### src/rtl/apb_gpio_irq.sv
// APB3/APB4 GPIO slave: configurable width, pin synchroniser, per-pin
// edge/level interrupt detection with sticky W1C status and atomic output toggle.
module apb_gpio_irq #(
  parameter int unsigned WIDTH       = 32,
  parameter int unsigned SYNC_STAGES = 2
) (
  input  logic             PCLK,
  input  logic             PRST_N,
  input  logic             PSEL,
  input  logic             PENABLE,
  input  logic             PWRITE,
  input  logic [11:0]      PADDR,
  input  logic [31:0]      PWDATA,
  input  logic [3:0]       PSTRB,
  output logic [31:0]      PRDATA,
  output logic             PREADY,
  output logic             PSLVERR,
  input  logic [WIDTH-1:0] GpioIn,
  output logic [WIDTH-1:0] GpioOut,
  output logic [WIDTH-1:0] GpioOEn,
  output logic             irq
);

  localparam int unsigned BUS_W   = 32;
  localparam int unsigned LANES   = 4;
  localparam int unsigned SEL_W   = 3;

  typedef enum logic [SEL_W-1:0] {
    REG_DATA_IN    = 3'd0,
    REG_DATA_OUT   = 3'd1,
    REG_OEN        = 3'd2,
    REG_IRQ_EN     = 3'd3,
    REG_IRQ_TYPE   = 3'd4,
    REG_IRQ_POL    = 3'd5,
    REG_IRQ_STATUS = 3'd6,
    REG_OUT_TOGGLE = 3'd7
  } reg_e;

  logic [WIDTH-1:0] sync_q [SYNC_STAGES];
  logic [WIDTH-1:0] prev_q;
  logic [WIDTH-1:0] data_out_q;
  logic [WIDTH-1:0] oen_q;
  logic [WIDTH-1:0] irq_en_q;
  logic [WIDTH-1:0] irq_type_q;
  logic [WIDTH-1:0] irq_pol_q;
  logic [WIDTH-1:0] status_q;
  logic             irq_q;

  logic             access_c;
  logic             err_c;
  logic             wr_c;
  reg_e             sel_c;
  logic [BUS_W-1:0] lane_mask_c;
  logic [WIDTH-1:0] wmask_c;
  logic [WIDTH-1:0] wbits_c;
  logic [WIDTH-1:0] din_c;
  logic [WIDTH-1:0] edge_evt_c;
  logic [WIDTH-1:0] lvl_evt_c;
  logic [WIDTH-1:0] clr_c;
  logic [WIDTH-1:0] status_nxt_c;
  logic [BUS_W-1:0] rdata_c;
  logic             unused_c;

  assign unused_c = ^PADDR[1:0];

  // Access decode and error detection
  assign access_c = PSEL & PENABLE;
  assign sel_c    = reg_e'(PADDR[4:2]);
  assign err_c    = access_c & ((PADDR[11:5] != 7'd0) | (PWRITE & (sel_c == REG_DATA_IN)));
  assign wr_c     = access_c & PWRITE & ~err_c;

  always_comb begin
    lane_mask_c = '0;
    for (int n = 0; n < LANES; n++) begin
      lane_mask_c[8*n +: 8] = {8{PSTRB[n]}};
    end
  end

  assign wmask_c = WIDTH'(lane_mask_c);
  assign wbits_c = WIDTH'(PWDATA) & wmask_c;

  // Pin synchroniser; din_c is the DATA_IN register view
  always_ff @(posedge PCLK or negedge PRST_N) begin
    if (!PRST_N) begin
      for (int i = 0; i < int'(SYNC_STAGES); i++) begin
        sync_q[i] <= '0;
      end
    end else begin
      sync_q[0] <= GpioIn;
      for (int i = 1; i < int'(SYNC_STAGES); i++) begin
        sync_q[i] <= sync_q[i-1];
      end
    end
  end

  assign din_c = sync_q[SYNC_STAGES-1];

  // Edge events override a same-cycle clear; level events re-assert one cycle after a clear
  assign edge_evt_c   = irq_type_q & ((irq_pol_q & din_c & ~prev_q) | (~irq_pol_q & ~din_c & prev_q));
  assign lvl_evt_c    = ~irq_type_q & ~(din_c ^ irq_pol_q);
  assign clr_c        = (wr_c && (sel_c == REG_IRQ_STATUS)) ? wbits_c : '0;
  assign status_nxt_c = (status_q & ~clr_c) | edge_evt_c | (lvl_evt_c & ~clr_c);

  always_ff @(posedge PCLK or negedge PRST_N) begin
    if (!PRST_N) begin
      prev_q     <= '0;
      data_out_q <= '0;
      oen_q      <= '0;
      irq_en_q   <= '0;
      irq_type_q <= '0;
      irq_pol_q  <= '0;
      status_q   <= '0;
      irq_q      <= 1'b0;
    end else begin
      prev_q   <= din_c;
      status_q <= status_nxt_c;
      irq_q    <= |(status_q & irq_en_q);
      if (wr_c) begin
        case (sel_c)
          REG_DATA_OUT:   data_out_q <= (data_out_q & ~wmask_c) | wbits_c;
          REG_OEN:        oen_q      <= (oen_q & ~wmask_c) | wbits_c;
          REG_IRQ_EN:     irq_en_q   <= (irq_en_q & ~wmask_c) | wbits_c;
          REG_IRQ_TYPE:   irq_type_q <= (irq_type_q & ~wmask_c) | wbits_c;
          REG_IRQ_POL:    irq_pol_q  <= (irq_pol_q & ~wmask_c) | wbits_c;
          REG_OUT_TOGGLE: data_out_q <= data_out_q ^ wbits_c;
          default:        ;
        endcase
      end
    end
  end

  // Read mux; errored reads and non-read phases return 0
  always_comb begin
    rdata_c = '0;
    if (access_c && !PWRITE && !err_c) begin
      case (sel_c)
        REG_DATA_IN:    rdata_c = BUS_W'(din_c);
        REG_DATA_OUT:   rdata_c = BUS_W'(data_out_q);
        REG_OEN:        rdata_c = BUS_W'(oen_q);
        REG_IRQ_EN:     rdata_c = BUS_W'(irq_en_q);
        REG_IRQ_TYPE:   rdata_c = BUS_W'(irq_type_q);
        REG_IRQ_POL:    rdata_c = BUS_W'(irq_pol_q);
        REG_IRQ_STATUS: rdata_c = BUS_W'(status_q);
        default:        rdata_c = '0;
      endcase
    end
  end

  assign PRDATA  = rdata_c;
  assign PREADY  = 1'b1;
  assign PSLVERR = err_c;
  assign GpioOut = data_out_q;
  assign GpioOEn = oen_q;
  assign irq     = irq_q;

endmodule
### config.mk
export PLATFORM = sky130hd
export DESIGN_NAME = apb_gpio_irq
export DESIGN_NICKNAME = d
export VERILOG_FILES = /design/src/rtl/apb_gpio_irq.sv
export SDC_FILE = /design/constraint.sdc
export NUM_CORES = 1
export LEC_CHECK = 0
export CAP_MARGIN = 20
export CORE_UTILIZATION = 40
export CTS_BUF_LIST = sky130_fd_sc_hd__clkbuf_8
export DETAILED_ROUTE_END_ITERATION = 8
export GPL_ROUTABILITY_DRIVEN = 0
export GPL_TIMING_DRIVEN = 0
export PLACE_DENSITY = 0.66
export SYNTH_ARGS = -nofsm -noshare
export SYNTH_HDL_FRONTEND = slang
export SYNTH_SLANG_ARGS = --single-unit
### constraint.sdc
create_clock -name PCLK -period 4.87 [get_ports PCLK]
set_input_delay 0.7305 -clock PCLK [delete_from_list [all_inputs] [get_ports PCLK]]
set_output_delay 0.7305 -clock PCLK [all_outputs]
set_load 0.02 [all_outputs]
==> summary.txt, run 1 <==
Clocking
  – CTS sink count: about 290
  – Clock root buffer: clkbuf_8
  – CTS tree: done
  – Clock Tree Buf Depth: 3
  – Clk pin slew, worst setup/hold paths: 60 ps
  – Number of buffers created by CTS: 51
  – Htree depth: 2
  – Clk Latency, worst-skew pair: 600 ps

Floorplan
  – Die Ht: 189 um
  – Core area: 0.0345 mm^2
  – Die X: ~190 um
  – Area of the die: around 0.036 mm^2
  – Starting Density: 0.406
  – IO Pins: roughly 180
  – Row cnt: slightly below 70

Critical path
  – CP Data Arrival Time: 4030 ps
  – Startpoint types: input port
  – Crit Path Max Fanout: 10
  – CP endpoint kind: output port
  – Critical Path RT: between 4000 and 5000 ps
  – Crit Path Class: in2out

Synth
  – Post-synthesis area per instance: ~11 um^2
  – Post-Synth Adder-Cell Area: 0.0571
  – Main combinational cell family by area after synthesis: multiplexers
  – Ys async rst share: 1.00
  – Ys flop type: dfrtp_1
  – Top-area cell type share of the netlist area: 0.515
  – Post-synth EDFFs: 0
  – Synth top area cells: dfrtp_1 (52%), mux2_2 (10%), ha_1 (5.7%)
  – Syn Std Cell Area: about 0.014 mm^2
  – Area fraction in compound gates after synthesis: 0.148
  – Mux contribution to synthesized area: 0.153
  – Synth cell types: around 50
  – Number of synthesis warnings: 0
  – Cell count after synthesis: 1,235
  – Register area share after synthesis: 0.515
  – Syn_nets: ~1.4k
  – Synth Area in Simple Gates: 0.0828
  – XOR/XNOR Fraction of Synth Area: 0
  – #FFs+latches synth: between 200 and 300
  – Synth area leader: dfrtp_1

Finish
  – Nets: ~1.6k
  – Most frequent cells in the layout: dfrtp_1 (289), clkdlybuf4s50_1 (176), mux2_2 (124), nor2_1 (90), inv_1 (82)
  – Antenna diodes: 0
  – Area Overhead vs Synth: 24.3%
  – Fillers: ~3.2k
  – Commonest non-fill, non-tap cell in the layout: dfrtp_1
  – Layout cells sized above 1: 0.181

Detailed routing
  – Total number of vias: approximately 11k
  – Drt first-iter violations: 1,325
  – Post-route antenna net violation count: 0
  – Drt first pass iters: 6
  – DRC Markers: 0
  – Per-cell routed wire length: 24.6 um
  – Routed WL: 48,200 um
  – Vias per inst: between 5 and 6

Timing
  – Max Clock Skew: around 23 ps
  – Maximum clock rate: between 200 and 250 MHz
  – Final setup vio count: 0
  – Worst slew pin tran: 1160 ps
  – Fin. Hold Viols: 0
  – Final worst path period share: 0.977
  – Final worst setup slack: approximately 110 ps
  – Setup repair after global routing missed its margin: no
  – Final hold slack: 117 ps
  – Relative slew slack: 0.226
  – Minimum clock period: 4760 ps
  – Slew Viols, Final: 0
  – Setup_tns: 0 ps

Power
  – Pwr dens: 303 mW/mm^2
  – Leak: between 7 and 8 nW
  – Worst IR drop on VDD: between 0.2 and 0.25 mV

Global route
  – Global Route Usage Sum: 0.270
  – GRT overflow: 0
  – Pin count of the biggest net entering global routing: 100
  – Vias in the first global route: approximately 11k
  – Antenna violations before repair: 0
  – First-pass GRT wire length: slightly above 70,000 um

Placed design
  – PortBufs: about 180
  – Post-DP HPWL: roughly 33,000 um
  – Pre-CTS setup slack: roughly 180 ps

Run
  – Max Cap Viol: 0

Outcome
  – Status: finished clean

Worst hold path
  – Min-Delay Path Class: in2async
## kinds of logic after synthesis
kind of cell | after synthesis
and+or+nand+nor | 238
muxes | 183
adders and majority gates | 64
DFF | 289
buffers and inverters | 142
AOI/OAI and AO/OA | 318
other | 1
## power breakdown
| group | leakage [nW] | switching, W | internal (W) |
|---|---|---|---|
| clock network | 0.580 | 0.00102 | 0.00123 |
| logic | 3.91 | 0.000312 | 0.000212 |
| registers | 3.44 | 0.0000579 | 0.00246 |
| total | 7.93 | 0.00139 | 0.00390 |
## per-stage QoR
stage | instance area, um^2 | power, W | utilization | instances
after global routing | 17400 | 0.00548 | 0.505 | 1956
after detailed placement | 16400 | 0.00308 | 0.476 | 1869
after CTS | 17400 | 0.00532 | 0.505 | 1956
after floorplan | 14000 | 0.00277 | - | 1235
after global placement | 16400 | 0.00307 | 0.474 | 1867
final | 17400 | 0.00529 | 0.505 | 1956
## metal layers
layer | GRT usage | up-vias | part of all wire | wire length [um]
met4 | 0.124 | 0 | 0.046 | 2230
li1 | - | 4951 | - | -
met5 | 0 | - | 0 | 0
met2 | 0.413 | 665 | 0.45 | 21600
met1 | 0.363 | 5693 | 0.41 | 19900
met3 | 0.0625 | 164 | 0.093 | 4460
## Yosys cell counts (8+ instances only)
master      n
mux2_2    124
nor2_1     90
a211oi_1    8
ha_1       64
and3_1      8
o211ai_1    8
o31ai_1     9
a31oi_1    63
a22oi_1    32
buf_4       8
clkbuf_1   26
a221oi_1    9
dfrtp_1   289
a21o_1     41
mux2_1     16
mux4_2     11
buf_2      38
o21ai_0    65
mux2i_1    32
a21oi_1    46
a22o_1     13
nand3_1    71
nand2_2     8
nand2_1    18
inv_1      66
## path summary, 6_finish.rpt
check                           startpoint    endpoint  slack, ps  cells past startpoint
worst min-delay path                PRST_N  sync_q[51]        120                      1
worst min register to register  sync_q[33]    din_c[1]        350                      0
worst max-delay path              PADDR[3]   PRDATA[0]        110                      8
worst max register to register        flop         irq       3050                      3
max in group asynchronous           PRST_N    din_c[6]       3350                      3
min in group PCLK               sync_q[33]    din_c[1]        350                      0
## worst max-delay path, stage by stage
cell and delay, ps:
clkdlybuf4s50_1 570, buf_2 310, buf_2 420, buf_2 380, buf_2 370, nor2_1 90
a211oi_1 440, clkdlybuf4s50_1 700
## cell type report
| type | instances | area (um^2) | area share |
|---|---|---|---|
| Tap cell | 455 | 569 | 0.0326 |
| Sequential cell | 289 | 7230 | 0.415 |
| Timing Repair Buffer | 179 | 1830 | 0.105 |
| Multi-Input combinational cell | 804 | 6190 | 0.355 |
| Buffer | 76 | 363 | 0.0208 |
| Clock inverter | 23 | 126 | 0.00724 |
| Inverter | 66 | 248 | 0.0142 |
| Clock buffer | 64 | 881 | 0.0505 |
## timing repair
| item | in CTS | in global routing |
|---|---|---|
| gates resized for setup | 0 | 1 |
| hold buffers | 0 | 0 |
| setup buffers | 0 | 0 |
| setup endpoints to repair | 0 | 1 |
| hold endpoints to repair | 0 | 0 |
Note: power is estimated with default switching activity, not from simulation.
==> run 2: changes to the inputs <==
--- a/config.mk
+++ b/config.mk
@@ -8,6 +8,7 @@
 export CAP_MARGIN = 20
 export CORE_UTILIZATION = 40
 export CTS_BUF_LIST = sky130_fd_sc_hd__clkbuf_8
+export CTS_CLUSTER_SIZE = 20
 export DETAILED_ROUTE_END_ITERATION = 8
 export GPL_ROUTABILITY_DRIVEN = 0
 export GPL_TIMING_DRIVEN = 0
==> results of run 2 <==
Final layout, timing and power as in run 1 (identical DEF).
==> run 3: changes to the inputs <==
--- a/config.mk
+++ b/config.mk
@@ -6,12 +6,14 @@
 export NUM_CORES = 1
 export LEC_CHECK = 0
 export CAP_MARGIN = 20
+export CORE_MARGIN = 1
 export CORE_UTILIZATION = 40
 export CTS_BUF_LIST = sky130_fd_sc_hd__clkbuf_8
 export CTS_CLUSTER_SIZE = 20
 export DETAILED_ROUTE_END_ITERATION = 8
 export GPL_ROUTABILITY_DRIVEN = 0
 export GPL_TIMING_DRIVEN = 0
+export HOLD_SLACK_MARGIN = 0.05
 export PLACE_DENSITY = 0.66
 export SYNTH_ARGS = -nofsm -noshare
 export SYNTH_HDL_FRONTEND = slang
==> results of run 3 <==
Final layout, timing and power as in run 1 (identical DEF).
